### config.mk
export PLATFORM = sky130hd
export DESIGN_NAME = keypad_scanner
export DESIGN_NICKNAME = d
export VERILOG_FILES = /design/src/rtl/keypad_pkg.sv /design/src/rtl/keypad_debounce.sv /design/src/rtl/keypad_scanner.sv
export SDC_FILE = /design/constraint.sdc
export NUM_CORES = 1
export LEC_CHECK = 0
export CELL_PAD_IN_SITES_DETAIL_PLACEMENT = 1
export CELL_PAD_IN_SITES_GLOBAL_PLACEMENT = 1
export CORE_MARGIN = 4
export CORE_UTILIZATION = 45
export CTS_CLUSTER_DIAMETER = 100
export DETAILED_ROUTE_END_ITERATION = 10
export PLACE_DENSITY_LB_ADDON = 0.1
export SLEW_MARGIN = 20
export SYNTH_ARGS = -nofsm -noshare
export SYNTH_HDL_FRONTEND = slang
export SYNTH_SLANG_ARGS = --single-unit
### constraint.sdc
create_clock -name clk -period 4 [get_ports clk]
set_clock_uncertainty 0.2 [all_clocks]
set_input_delay 0.4 -clock clk [delete_from_list [all_inputs] [get_ports clk]]
set_output_delay 0.4 -clock clk [all_outputs]
set_load 0.01 [all_outputs]
### src/rtl/keypad_pkg.sv
// Shared types and the key-map constant for the 4x4 matrix keypad scanner.
package keypad_pkg;

  typedef enum logic [1:0] {IDLE, PRESS_DEB, HELD, RELEASE_DEB} deb_state_e;

  typedef enum logic [1:0] {SCAN_NONE, SCAN_SINGLE, SCAN_MULTI} scan_kind_e;

  // Nibble i holds the code for {row, col} == i (Pmod KYPD layout).
  localparam logic [63:0] KEY_MAP = {
    4'hD, 4'hE, 4'hF, 4'h0,
    4'hC, 4'h9, 4'h8, 4'h7,
    4'hB, 4'h6, 4'h5, 4'h4,
    4'hA, 4'h3, 4'h2, 4'h1
  };

  function automatic logic [3:0] key_lookup(input logic [3:0] idx);
    return KEY_MAP[{idx, 2'b00} +: 4];
  endfunction

endpackage

### src/rtl/keypad_debounce.sv
// Press/release debounce FSM stepped once per full keypad scan.
// Build option KEYPAD_REPEAT_EN adds auto-repeat events while a key stays held.
module keypad_debounce
  import keypad_pkg::*;
#(
  parameter int DEBOUNCE_CNT = 4,
  parameter int REPEAT_SCANS = 64
) (
  input  logic       clk,
  input  logic       rst_n,
  input  logic       scan_done,
  input  scan_kind_e scan_kind,
  input  logic [3:0] scan_code,
  output logic       evt_valid,
  output logic [3:0] evt_code,
  output logic       key_held
);

  localparam int CNT_W = $clog2(DEBOUNCE_CNT + 1);
  localparam logic [CNT_W-1:0] CNT_ONE = CNT_W'(1);
  localparam logic [CNT_W-1:0] CNT_MAX = CNT_W'(DEBOUNCE_CNT);

  deb_state_e       state_q, state_d;
  logic [CNT_W-1:0] cnt_q, cnt_d, cnt_inc;
  logic [3:0]       cand_q, cand_d;

`ifdef KEYPAD_REPEAT_EN
  localparam int RPT_W = $clog2(REPEAT_SCANS + 1);
  logic [RPT_W-1:0] rpt_q, rpt_d, rpt_inc;
`else
  logic rpt_unused;
  assign rpt_unused = (REPEAT_SCANS == 0);
`endif

  always_comb begin
    state_d   = state_q;
    cnt_d     = cnt_q;
    cand_d    = cand_q;
    evt_valid = 1'b0;
    cnt_inc   = cnt_q + CNT_ONE;
`ifdef KEYPAD_REPEAT_EN
    rpt_d     = rpt_q;
    rpt_inc   = rpt_q + RPT_W'(1);
`endif
    if (scan_done) begin
      case (state_q)
        IDLE: begin
          if (scan_kind == SCAN_SINGLE) begin
            cand_d = scan_code;
            cnt_d  = CNT_ONE;
            if (CNT_ONE >= CNT_MAX) begin
              state_d   = HELD;
              evt_valid = 1'b1;
            end else begin
              state_d = PRESS_DEB;
            end
          end
        end
        PRESS_DEB: begin
          if (scan_kind == SCAN_SINGLE && scan_code == cand_q) begin
            cnt_d = cnt_inc;
            if (cnt_inc >= CNT_MAX) begin
              state_d   = HELD;
              evt_valid = 1'b1;
            end
          end else if (scan_kind == SCAN_SINGLE) begin
            cand_d = scan_code;
            cnt_d  = CNT_ONE;
          end else begin
            state_d = IDLE;
            cnt_d   = '0;
          end
        end
        HELD: begin
          if (scan_kind == SCAN_NONE) begin
            cnt_d   = CNT_ONE;
            state_d = (CNT_ONE >= CNT_MAX) ? IDLE : RELEASE_DEB;
          end
`ifdef KEYPAD_REPEAT_EN
          else if (rpt_inc >= RPT_W'(REPEAT_SCANS)) begin
            rpt_d     = '0;
            evt_valid = 1'b1;
          end else begin
            rpt_d = rpt_inc;
          end
`endif
        end
        RELEASE_DEB: begin
          if (scan_kind == SCAN_NONE) begin
            cnt_d = cnt_inc;
            if (cnt_inc >= CNT_MAX) state_d = IDLE;
          end else begin
            state_d = HELD;
          end
        end
        default: state_d = IDLE;
      endcase
    end
`ifdef KEYPAD_REPEAT_EN
    // Repeat timing restarts from every fresh press; a release bounce keeps it.
    if (state_d == IDLE || state_d == PRESS_DEB) rpt_d = '0;
`endif
  end

  assign evt_code = cand_d;
  assign key_held = (state_q == HELD) || (state_q == RELEASE_DEB);

  always_ff @(posedge clk) begin
    if (!rst_n) begin
      state_q <= IDLE;
      cnt_q   <= '0;
      cand_q  <= '0;
`ifdef KEYPAD_REPEAT_EN
      rpt_q   <= '0;
`endif
    end else begin
      state_q <= state_d;
      cnt_q   <= cnt_d;
      cand_q  <= cand_d;
`ifdef KEYPAD_REPEAT_EN
      rpt_q   <= rpt_d;
`endif
    end
  end

endmodule

### src/rtl/keypad_scanner.sv
// 4x4 keypad scanner: row synchronizer, column strobing, scan classification, event delivery.
// Build option KEYPAD_REPEAT_EN enables auto-repeat in keypad_debounce.
module keypad_scanner
  import keypad_pkg::*;
#(
  parameter int SCAN_DIV     = 50000,
  parameter int DEBOUNCE_CNT = 4,
  parameter int REPEAT_SCANS = 64
) (
  input  logic       clk,
  input  logic       rst_n,
  input  logic [3:0] row,
  output logic [3:0] col,
  output logic [3:0] key_code,
  output logic       key_valid,
  input  logic       key_ready,
  output logic       key_held,
  output logic       overflow
);

  localparam int DIV_W = $clog2(SCAN_DIV);
  localparam logic [DIV_W-1:0] DIV_LAST = DIV_W'(SCAN_DIV - 1);

  logic [3:0]       row_meta_q, row_sync_q;
  logic [DIV_W-1:0] div_q, div_d;
  logic [1:0]       col_idx_q, col_idx_d;
  logic [1:0]       hit_cnt_q, hit_cnt_d;
  logic [3:0]       hit_code_q, hit_code_d;
  logic             key_valid_q, key_valid_d;
  logic [3:0]       key_code_q, key_code_d;
  logic             overflow_q, overflow_d;

  logic             sample, scan_done;
  logic [2:0]       col_hits, total_hits;
  logic [1:0]       hit_row, merged_cnt;
  logic [3:0]       col_code, merged_code;
  scan_kind_e       scan_kind;
  logic             evt_valid;
  logic [3:0]       evt_code;

  generate
    for (genvar gi = 0; gi < 4; gi++) begin : g_col
      assign col[gi] = (col_idx_q != 2'(gi));
    end
  endgenerate

  // Hits accumulate across the four columns; counts saturate at 2 (= multi).
  always_comb begin
    col_hits = '0;
    hit_row  = '0;
    for (int r = 3; r >= 0; r--) begin
      if (!row_sync_q[r]) begin
        col_hits = col_hits + 3'd1;
        hit_row  = 2'(r);
      end
    end
    col_code    = key_lookup({hit_row, col_idx_q});
    total_hits  = {1'b0, hit_cnt_q} + col_hits;
    merged_cnt  = (total_hits >= 3'd2) ? 2'd2 : total_hits[1:0];
    merged_code = (hit_cnt_q == 2'd0) ? col_code : hit_code_q;
    scan_kind   = (merged_cnt == 2'd0) ? SCAN_NONE :
                  (merged_cnt == 2'd1) ? SCAN_SINGLE : SCAN_MULTI;

    sample    = (div_q == DIV_LAST);
    scan_done = sample && (col_idx_q == 2'd3);
    div_d     = sample ? '0 : div_q + DIV_W'(1);
    col_idx_d = sample ? col_idx_q + 2'd1 : col_idx_q;

    hit_cnt_d  = hit_cnt_q;
    hit_code_d = hit_code_q;
    if (sample) begin
      hit_cnt_d  = scan_done ? 2'd0 : merged_cnt;
      hit_code_d = scan_done ? 4'd0 : merged_code;
    end
  end

  keypad_debounce #(
    .DEBOUNCE_CNT (DEBOUNCE_CNT),
    .REPEAT_SCANS (REPEAT_SCANS)
  ) u_debounce (
    .clk       (clk),
    .rst_n     (rst_n),
    .scan_done (scan_done),
    .scan_kind (scan_kind),
    .scan_code (merged_code),
    .evt_valid (evt_valid),
    .evt_code  (evt_code),
    .key_held  (key_held)
  );

  // An unaccepted event is never overwritten; a newcomer is dropped and flagged.
  always_comb begin
    key_valid_d = key_valid_q;
    key_code_d  = key_code_q;
    overflow_d  = overflow_q;
    if (evt_valid) begin
      if (!key_valid_q || key_ready) begin
        key_valid_d = 1'b1;
        key_code_d  = evt_code;
      end else begin
        overflow_d = 1'b1;
      end
    end else if (key_valid_q && key_ready) begin
      key_valid_d = 1'b0;
    end
  end

  always_ff @(posedge clk) begin
    if (!rst_n) begin
      row_meta_q  <= 4'hF;
      row_sync_q  <= 4'hF;
      div_q       <= '0;
      col_idx_q   <= '0;
      hit_cnt_q   <= '0;
      hit_code_q  <= '0;
      key_valid_q <= 1'b0;
      key_code_q  <= '0;
      overflow_q  <= 1'b0;
    end else begin
      row_meta_q  <= row;
      row_sync_q  <= row_meta_q;
      div_q       <= div_d;
      col_idx_q   <= col_idx_d;
      hit_cnt_q   <= hit_cnt_d;
      hit_code_q  <= hit_code_d;
      key_valid_q <= key_valid_d;
      key_code_q  <= key_code_d;
      overflow_q  <= overflow_d;
    end
  end

  assign key_valid = key_valid_q;
  assign key_code  = key_code_q;
  assign overflow  = overflow_q;

endmodule

==> impl_metrics.py, run 1 <==
metrics = {
    "layout": {
        "nets": 325,
        "final_cell_count_no_fill": 377,
        "drive_above_1_share_pct": 9.18,
        "num-fill-cells": 667,
        "n_antenna_cell": 0,
        "area_growth_pct": 14.7,
    },
    "power_and_ir_drop": {
        "peakVddDrop_mv": 0.205,
        "p_clk_share_pct": 38.7,
        "p_sw_w": 0.000216,
        "internal_power_w": 0.000700,
        "leakagePower_nw": 1.21,
        "p_seq_share_pct": 52.3,
        "p_per_area_mw_per_mm2": 313,
        "p_total_w": 0.000916,
        "switching_share_pct": 23.6,
        "power_frac_comb_pct": 9.1,
    },
    "routing": {
        "routedWlPerCell_um": 15.3,
        "drc_errors": 0,
        "drt_first_pass_iters": 4,
        "drtIter0Drc": 75,
        "num_vias": 2060,
        "ant_nets": 0,
        "wirelength_um": 5760,
        "vias_per_cell": 5.46,
    },
    "timing": {
        "worstMarginPinSlew_ns": 0.638,
        "maxSlewHeadroom_pct": 57.3,
        "fin_crit_ns": 3.78,
        "fin_setup_tns_ns": 0,
        "setup_violations": 0,
        "hold_violations": 0,
        "rsz0062_at_grt": "no",
        "period_share_pct": 94.5,
        "drv_slew": 0,
        "fmaxAchievable_mhz": 265,
    },
    "clock_network": {
        "htree_levels": 2,
        "path_clk_slew_ns": 0.10,
        "cts_buffers": 5,
        "cts_tree": "built",
        "clk_latency_ns": 0.30,
        "clockBufferDepth": 2,
        "cts_root_buffer": "clkbuf_8",
        "cts.sink_count": 47,
    },
    "floorplan": {
        "io_pins": 18,
        "die_w_um": 83.4,
        "dieHeight_um": 83.4,
        "die_area_mm2": 0.00695,
        "start_util_pct": 46.4,
        "core_region_area_mm2": 0.00551,
        "rows": 27,
    },
    "critical_path": {
        "ff2ff_setup_slack_ns": 0.22,
        "arrival_ns": 3.78,
        "end_kind": "flip-flop",
        "required_ns": 4.00,
        "r2r_start": "row_sync_q[3]",
        "cp-start-kind": "flip-flop",
        "crit_type": "reg -> reg",
        "r2r-end": "key_code[3]",
        "r2r.worst_path.cells": 11,
        "cp_max_fo": 5,
    },
    "synthesis": {
        "synth.area.mux_share_pct": 3.23,
        "syn_inst": 285,
        "ys_warn_count": 0,
        "synth_top_family_by_area": "simple AND/OR/NAND/NOR gates",
        "yosysMostFrequentCell": "dfxtp_1",
        "synth_compound_area_share_pct": 14.9,
        "ys_seq_area_share_pct": 36.8,
        "syn_area_mm2": 0.00255,
        "yosys.area_share.simple_pct": 27.0,
        "synth_xor_area_share_pct": 6.37,
        "synth_area_per_cell_um2": 8.96,
        "synth-edff-count": 0,
        "ys.flop_type": "dfxtp_1",
        "yosys-top-cells-area": "dfxtp_1 (37%), ha_1 (6.4%), nand2_1 (3.7%)",
        "synth_top_area_cell": "dfxtp_1",
        "ys_ff_latch": 47,
        "synth_cell_type_count": 57,
        "synthTopCellsByCount": "dfxtp_1 (47), nand2_1 (25), nor2_1 (19)",
        "synthAdderAreaFrac_pct": 7.15,
        "synthArstFlopShare_pct": 0,
        "synth_top_area_share_pct": 36.8,
        "synth_fp_nets": 306,
    },
    "place": {
        "io_buffers": 17,
        "gp_congestion": 0.778,
        "dp_cells": 368,
        "hpwl_um": 4240,
    },
    "global_routing": {
        "grt_pass1_vias": 2113,
        "grt_max_degree": 19,
        "use_met3_pct": 3.17,
        "grt_usage_pct": 17.3,
        "use_met1_pct": 23.7,
        "grt_pass1_wl_um": 10000,
        "grt_use_met2_pct": 27.8,
        "grt_overflow": 0,
        "grt-busiest-layer": "met2",
        "antenna_found_initial": 0,
    },
    "min_path": {
        "hold_path.startpoint": "row_meta_q[1]",
        "hp-class": "reg -> reg",
        "min_to": "row_sync_q[1]",
        "min_path_cells": 1,
    },
    "status": {
        "status": "finished, final reports clean",
    },
    "flow_run": {
        "cap_violations": 0,
    },
}
## worst max-delay path, cell delays in order (launching register included)
cell      delay [ns]
dfxtp_1         0.37
inv_1           0.07
ha_1            0.32
xnor2_2         0.21
ha_1            0.26
mux2_2          0.28
fa_1            0.40
xnor3_1         0.39
nand3b_1        0.18
or3_1           0.45
or4_1           0.42
o211a_1         0.14
## timing repair
item	4_1_cts	5_1_grt
endpoints found under the setup margin	0	8
buffers inserted	0	1
hold buffers	0	0
resized for setup	0	4
## final cells by class
type                            instances  area [µm²]  area share (%)
Tap cell                               72        90.1            3.07
Sequential cell                        47         942            32.2
Multi-Input combinational cell        213        1510            51.7
Clock inverter                          3        43.8            1.49
Clock buffer                            5        68.8            2.35
Timing Repair Buffer                   24         223            7.60
Inverter                               13        48.8            1.67
## through the flow
stage | instance area, µm² | util, % | worst slack, ns | hold slack, ns
5_1_grt | 2930 | 53.2 | 0.0228 | 0.248
6_report | 2930 | 53.2 | 0.221 | 0.217
3_3_place_gp | 2790 | 50.7 | 0.278 | 0.191
4_1_cts | 2910 | 52.8 | 0.0511 | 0.221
2_1_floorplan | 2550 | - | 0.296 | 0.186
3_5_place_dp | 2790 | 50.7 | 0.104 | 0.200
## state kept, by name, summed over array words and instances (netlist names)
register            cells
div_q                  16
hit_code_q              4
key_code                4
row_meta_q              4
row_sync_q              4
u_debounce.cand_q       4
u_debounce.cnt_q        3
col_idx_q               2
hit_cnt_q               2
u_debounce.state_q      2
key_valid               1
overflow                1
## cells by family after synthesis
group | after synthesis
mux | 8
buf+inv | 25
simple gates | 122
compound gates | 52
flops | 47
xor+xnor | 17
fa+ha+maj | 14
## power groups by stage
stage	combinational [W]	clock, W	sequential [W]
after floorplan	0.0000565	0	0.000488
after global placement	0.0000769	0	0.000489
after detailed placement	0.0000795	0	0.000489
after CTS	0.0000803	0.000361	0.000479
after global routing	0.0000931	0.000383	0.000480
final	0.0000830	0.000354	0.000479
## cell usage in the layout, fill, tap and decap left out, drive strengths merged, types with 3 or more instances in the layout
master         count
dfxtp             47
nand2             25
nor2              19
clkdlybuf4s50     17
inv               13
a21oi             13
ha                13
o21ai             13
nand2b            12
xor2              10
nand3              9
nor2b              8
and3               7
buf                7
mux2i              6
or3                6
xnor2              6
nand4              6
nor3               6
clkbuf             5
and2               4
nand3b             4
o211a              4
and3b              3
o22ai              3
or4                3
## layer usage
layer,part of all wire [%],vias to the layer above
li1,-,1038
met1,51,992
met4,1.5,0
met5,0,-
met2,46,22
met3,1.9,8
## worst max-delay path by stage
stage / start / to / slack [ns] / cells past startpoint
3_3_place_gp: row_sync_q[2] / key_code[3] / 0.28 / 11
5_1_grt: row_sync_q[3] / u_debounce.cnt_q[0] / 0.02 / 12
2_1_floorplan: row_sync_q[2] / u_debounce.cnt_q[0] / 0.30 / 12
4_1_cts: row_sync_q[2] / u_debounce.state_q[1] / 0.05 / 12
3_5_place_dp: row_sync_q[2] / u_debounce.state_q[1] / 0.10 / 12
6_report: row_sync_q[3] / key_code[3] / 0.22 / 11
No activity file was read; power rests on OpenSTA's default activity.
==> inputs of run 2 (changes only) <==
--- a/config.mk
+++ b/config.mk
@@ -8,7 +8,7 @@
 export CELL_PAD_IN_SITES_DETAIL_PLACEMENT = 1
 export CELL_PAD_IN_SITES_GLOBAL_PLACEMENT = 1
 export CORE_MARGIN = 4
-export CORE_UTILIZATION = 45
+export CORE_UTILIZATION = 40
 export CTS_CLUSTER_DIAMETER = 100
 export DETAILED_ROUTE_END_ITERATION = 10
 export PLACE_DENSITY_LB_ADDON = 0.1
==> constraint.sdc (replaced) <==
create_clock -name clk -period 3.3 [get_ports clk]
set_clock_uncertainty 0.2 [all_clocks]
set_input_delay 0.495 -clock clk [delete_from_list [all_inputs] [get_ports clk]]
set_output_delay 0.495 -clock clk [all_outputs]
set_load 0.01 [all_outputs]
==> impl_metrics.py, run 2 (same netlist as run 1, synthesis figures left out) <==
metrics = {
    "status": {
        "status": "finished, final reports clean",
    },
    "place": {
        "gp_congestion": 0.776,
        "io_buffers": 17,
        "hpwl_um": 4300,
        "dpl-instance-area_mm2": 0.00292,
        "dp_cells": 380,
    },
    "global_routing": {
        "use_met3_pct": 2.35,
        "grt-busiest-layer": "met2",
        "grt_max_degree": 17,
        "grt_pass1_wl_um": 10200,
        "grt_usage_pct": 16.8,
        "grt_pass1_vias": 2142,
        "use_met1_pct": 23.6,
        "grt_use_met2_pct": 26.9,
        "antenna_found_initial": 0,
        "grt_overflow": 0,
    },
    "timing": {
        "maxSlewHeadroom_pct": 63.7,
        "period_share_pct": 99.7,
        "hold_violations": 0,
        "fin_crit_ns": 3.29,
        "drv_slew": 0,
        "fin_setup_tns_ns": 0,
        "setup_violations": 0,
        "worstMarginPinSlew_ns": 0.543,
        "fmaxAchievable_mhz": 304,
        "rsz0062_at_grt": "yes",
    },
    "routing": {
        "drtIter0Drc": 90,
        "ant_nets": 0,
        "num_vias": 2114,
        "routedWlPerCell_um": 14.9,
        "drc_errors": 0,
        "vias_per_cell": 5.41,
        "wirelength_um": 5820,
        "drt_first_pass_iters": 4,
    },
    "clock_network": {
        "clockBufferDepth": 2,
        "htree_levels": 2,
        "ctsHoldBuffers": 0,
        "cts_root_buffer": "clkbuf_8",
        "clk_latency_ns": 0.31,
        "path_clk_slew_ns": 0.09,
        "cts.sink_count": 47,
        "cts_buffers": 5,
        "cts_tree": "built",
    },
    "floorplan": {
        "start_util_pct": 42.2,
        "rows": 28,
        "dieHeight_um": 87.9,
        "io_pins": 18,
        "core_region_area_mm2": 0.00606,
        "die_area_mm2": 0.00773,
        "die_w_um": 87.9,
    },
    "critical_path": {
        "arrival_ns": 3.30,
        "slowest_delay_ns": 0.47,
        "cp-start-kind": "flip-flop",
        "cp_max_fo": 4,
        "slowest_stage": "or4_1",
        "required_ns": 3.31,
        "worstPathCellList": "inv_2 -> ha_4 -> xnor2_4 -> ha_4 -> mux2_4 -> fa_2 -> xnor3_1 -> nand3b_1 -> or3_4 -> or4_1 -> o211a_1",
        "end_kind": "flip-flop",
        "crit_type": "reg -> reg",
        "crit_top_cell": "ha_4",
    },
    "power_and_ir_drop": {
        "leakagePower_nw": 1.27,
        "p_per_area_mw_per_mm2": 341,
        "peakVddDrop_mv": 0.255,
        "p_total_w": 0.00106,
    },
    "min_path": {
        "hp-class": "reg -> reg",
    },
    "layout": {
        "final_cell_count_no_fill": 391,
        "multi_input_area_mm2": 0.00163,
        "largest-register": "div_q",
        "num-fill-cells": 708,
        "fin_area_mm2": 0.00311,
        "final_cell_mix": "dfxtp_1 (45), nand2_1 (25), nor2_1 (18), buf_4 (18), clkdlybuf4s50_1 (17)",
        "drive_above_1_share_pct": 16.5,
        "seqCellArea_um2": 943,
        "largest_register_ffs": 16,
        "area_growth_pct": 21.8,
        "nets": 336,
        "final_common_cell": "dfxtp_1",
        "n_antenna_cell": 0,
    },
    "flow_run": {
        "cap_violations": 0,
    },
}
[run 2: area by class of cell]
cell class,count,area share (%)
well taps,75,3.02
repair buffers,35,9.81
clock inverters,3,0.603
inverters,13,1.57
flip-flops and latches,47,30.3
clock buffers,5,2.21
multi-input cells,213,52.5
[run 2: report_power, final]
part,total (W),switching (W),internal (W)
sequential,0.000580,0.00000589,0.000574
clock,0.000352,0.000203,0.000149
combinational,0.000130,0.0000641,0.0000656
total,0.00106,0.000273,0.000790
[run 2: critical path, delay by kind of cell (launching register included)]
kind / cells / cell delay (ns)
adder cells (fa/ha/maj): 3 / 0.80
XOR/XNOR: 2 / 0.39
AND/OR/NAND/NOR: 3 / 0.98
buffers and inverters: 1 / 0.05
multiplexers: 1 / 0.27
AO/OA/AOI/OAI: 1 / 0.13
flip-flops: 1 / 0.35
[run 2: worst paths after layout]
check	startpoint	end	slack, ns	cells after the start
max reg2reg	row_sync_q[3]	key_code[3]	0.01	11
min reg2reg	row_meta_q[0]	row_sync_q[0]	0.22	1
max	row_sync_q[3]	key_code[3]	0.01	11
min	row_meta_q[0]	row_sync_q[0]	0.22	1
[run 2: metrics by stage]
step | hold WS [ns] | utilization, % | setup slack [ns]
after floorplan | 0.186 | - | 0.00554
after global placement | 0.199 | 48.1 | -0.0138
after detailed placement | 0.202 | 48.1 | -0.0663
after CTS | 0.223 | 49.9 | -0.00158
after global routing | 0.245 | 51.3 | -0.118
final | 0.217 | 51.3 | 0.0101
[run 2: per-layer routing]
metal | routed length [µm] | vias up
met5 | 0 | -
li1 | - | 1060
met1 | 2930 | 1026
met2 | 2680 | 22
met4 | 70 | 0
met3 | 135 | 6
[run 2: repair_timing]
| action | in CTS | in global routing |
|---|---|---|
| setup buffers | 1 | 2 |
| pin swaps | 3 | 8 |
| gates resized for setup | 4 | 14 |
| endpoints found under the setup margin | 7 | 11 |
==> inputs of run 3 (changes only) <==
--- a/config.mk
+++ b/config.mk
@@ -5,10 +5,8 @@
 export SDC_FILE = /design/constraint.sdc
 export NUM_CORES = 1
 export LEC_CHECK = 0
-export CELL_PAD_IN_SITES_DETAIL_PLACEMENT = 1
-export CELL_PAD_IN_SITES_GLOBAL_PLACEMENT = 1
 export CORE_MARGIN = 4
-export CORE_UTILIZATION = 40
+export CORE_UTILIZATION = 45
 export CTS_CLUSTER_DIAMETER = 100
 export DETAILED_ROUTE_END_ITERATION = 10
 export PLACE_DENSITY_LB_ADDON = 0.1
==> impl_metrics.py, run 3 (same netlist as run 1, synthesis figures left out) <==
metrics = {
    "status": {
        "status": "finished with violations",
        "violations": "setup timing",
    },
    "critical_path": {
        "r2r_start": "row_sync_q[3]",
        "r2r.worst_path.cells": 12,
        "cp_max_fo": 3,
        "r2r-end": "u_debounce.cnt_q[0]",
        "required_ns": 3.29,
        "end_kind": "flip-flop",
        "ff2ff_setup_slack_ns": -0.03,
        "crit_type": "reg -> reg",
        "cp-start-kind": "flip-flop",
        "arrival_ns": 3.32,
    },
    "clock_network": {
        "clockBufferDepth": 2,
        "clk_latency_ns": 0.29,
        "cts.sink_count": 47,
        "htree_levels": 2,
        "path_clk_slew_ns": 0.08,
        "cts_tree": "built",
        "ctsHoldBuffers": 0,
        "cts_buffers": 5,
        "cts_root_buffer": "clkbuf_8",
    },
    "global_routing": {
        "antenna_found_initial": 0,
        "grt_usage_pct": 14.5,
        "grt_pass1_vias": 1862,
        "grt_pass1_wl_um": 8500,
        "grt_max_degree": 20,
        "grt_overflow": 0,
    },
    "layout": {
        "largest-register": "div_q",
        "largest_register_ffs": 16,
        "fin_area_mm2": 0.00307,
        "num-fill-cells": 510,
        "final_common_cell": "dfxtp_1",
        "area_growth_pct": 20.0,
        "seqCellArea_um2": 945,
        "drive_above_1_share_pct": 13.2,
        "nets": 332,
        "n_antenna_cell": 0,
        "final_cell_mix": "dfxtp_1 (44), nand2_1 (25), nor2_1 (19)",
        "multi_input_area_mm2": 0.00159,
        "final_cell_count_no_fill": 383,
    },
    "floorplan": {
        "start_util_pct": 46.4,
        "rows": 27,
        "die_w_um": 83.4,
        "io_pins": 18,
        "core_region_area_mm2": 0.00551,
        "die_area_mm2": 0.00695,
        "dieHeight_um": 83.4,
    },
    "power_and_ir_drop": {
        "p_total_w": 0.00110,
        "peakVddDrop_mv": 0.231,
        "p_per_area_mw_per_mm2": 358,
        "leakagePower_nw": 1.24,
    },
    "routing": {
        "drc_errors": 0,
        "ant_nets": 0,
        "wirelength_um": 4920,
        "drtIter0Drc": 126,
        "routedWlPerCell_um": 12.8,
        "drt_first_pass_iters": 4,
        "num_vias": 1981,
        "vias_per_cell": 5.17,
    },
    "place": {
        "gp_congestion": 0.792,
        "hpwl_um": 3660,
        "pre_cts_slack_ns": -0.0402,
        "io_buffers": 17,
        "dp_cells": 373,
        "dpl-instance-area_mm2": 0.00288,
    },
    "timing": {
        "drv_slew": 0,
        "rsz0062_at_grt": "yes",
        "setup_violations": 1,
        "fin_crit_ns": 3.33,
        "maxSlewHeadroom_pct": 67.0,
        "fin_ws_ns": -0.0255,
        "hold_violations": 0,
        "worstMarginPinSlew_ns": 0.494,
        "fin_setup_tns_ns": -0.0255,
        "period_share_pct": 101,
        "fmaxAchievable_mhz": 301,
    },
    "min_path": {
        "min_path_cells": 1,
        "hold_path.startpoint": "row_meta_q[1]",
        "min_to": "row_sync_q[1]",
        "hp-class": "reg -> reg",
    },
    "flow_run": {
        "cap_violations": 0,
    },
}
==> run 3: worst max-delay path, stage by stage, from the launching register on <==
cell and delay, ns:
dfxtp_2 0.35, inv_2 0.05, ha_4 0.25, xnor2_4 0.18, ha_4 0.22, mux2_2 0.26
fa_2 0.33, xnor3_1 0.23, nand3b_1 0.17, buf_6 0.18, a221oi_4 0.28, or3b_1 0.37
o2111a_1 0.14
==> run 3: what timing repair did <==
item | CTS | global route
cloned | 0 | 0
gates resized for setup | 5 | 7
endpoints found under the setup margin | 7 | 10
setup buffers | 1 | 2
pin swaps | 3 | 4
hold endpoints to repair | 0 | 0
==> run 3: routing by layer <==
metal | up-vias | global-route usage, % | part of all wire, %
li1 | 1050 | - | -
met1 | 893 | 20.7 | 54
met2 | 34 | 21.9 | 41
met3 | 4 | 2.98 | 4.0
met4 | 0 | 4.16 | 0.81
met5 | - | 0 | 0
==> run 3: area by class of cell <==
type                       instances  share of cell area [%]
multi-input combinational        213                    52.0
inverter                          13                    1.59
timing repair buffer              31                    9.22
clock inverter                     2                    1.22
sequential                        47                    30.8
clock buffer                       5                    2.24
tap                               72                    2.94
==> run 3: worst max-delay path by stage <==
stage	start	endpoint	slack (ns)	cells after the start
2_1_floorplan	row_sync_q[2]	key_code[3]	0.006	11
3_3_place_gp	row_sync_q[3]	key_code[0]	0.04	10
3_5_place_dp	row_sync_q[3]	u_debounce.cnt_q[0]	-0.04	12
4_1_cts	row_sync_q[3]	u_debounce.cnt_q[0]	-0.006	12
5_1_grt	row_sync_q[3]	u_debounce.cnt_q[0]	-0.16	12
6_report	row_sync_q[3]	u_debounce.cnt_q[0]	-0.03	12
==> run 3: metrics by stage <==
step | hold WS, ns | util (%)
floorplan | 0.186 | -
global placement | 0.194 | 52.4
detailed placement | 0.196 | 52.4
CTS | 0.215 | 54.8
global route | 0.241 | 55.7
finish | 0.210 | 55.7
==> run 3: power breakdown <==
group          total [W]  switching [W]  internal (W)
registers       0.000580     0.00000578      0.000574
logic           0.000112      0.0000560     0.0000561
clock network   0.000404       0.000183      0.000221
total            0.00110       0.000245      0.000852
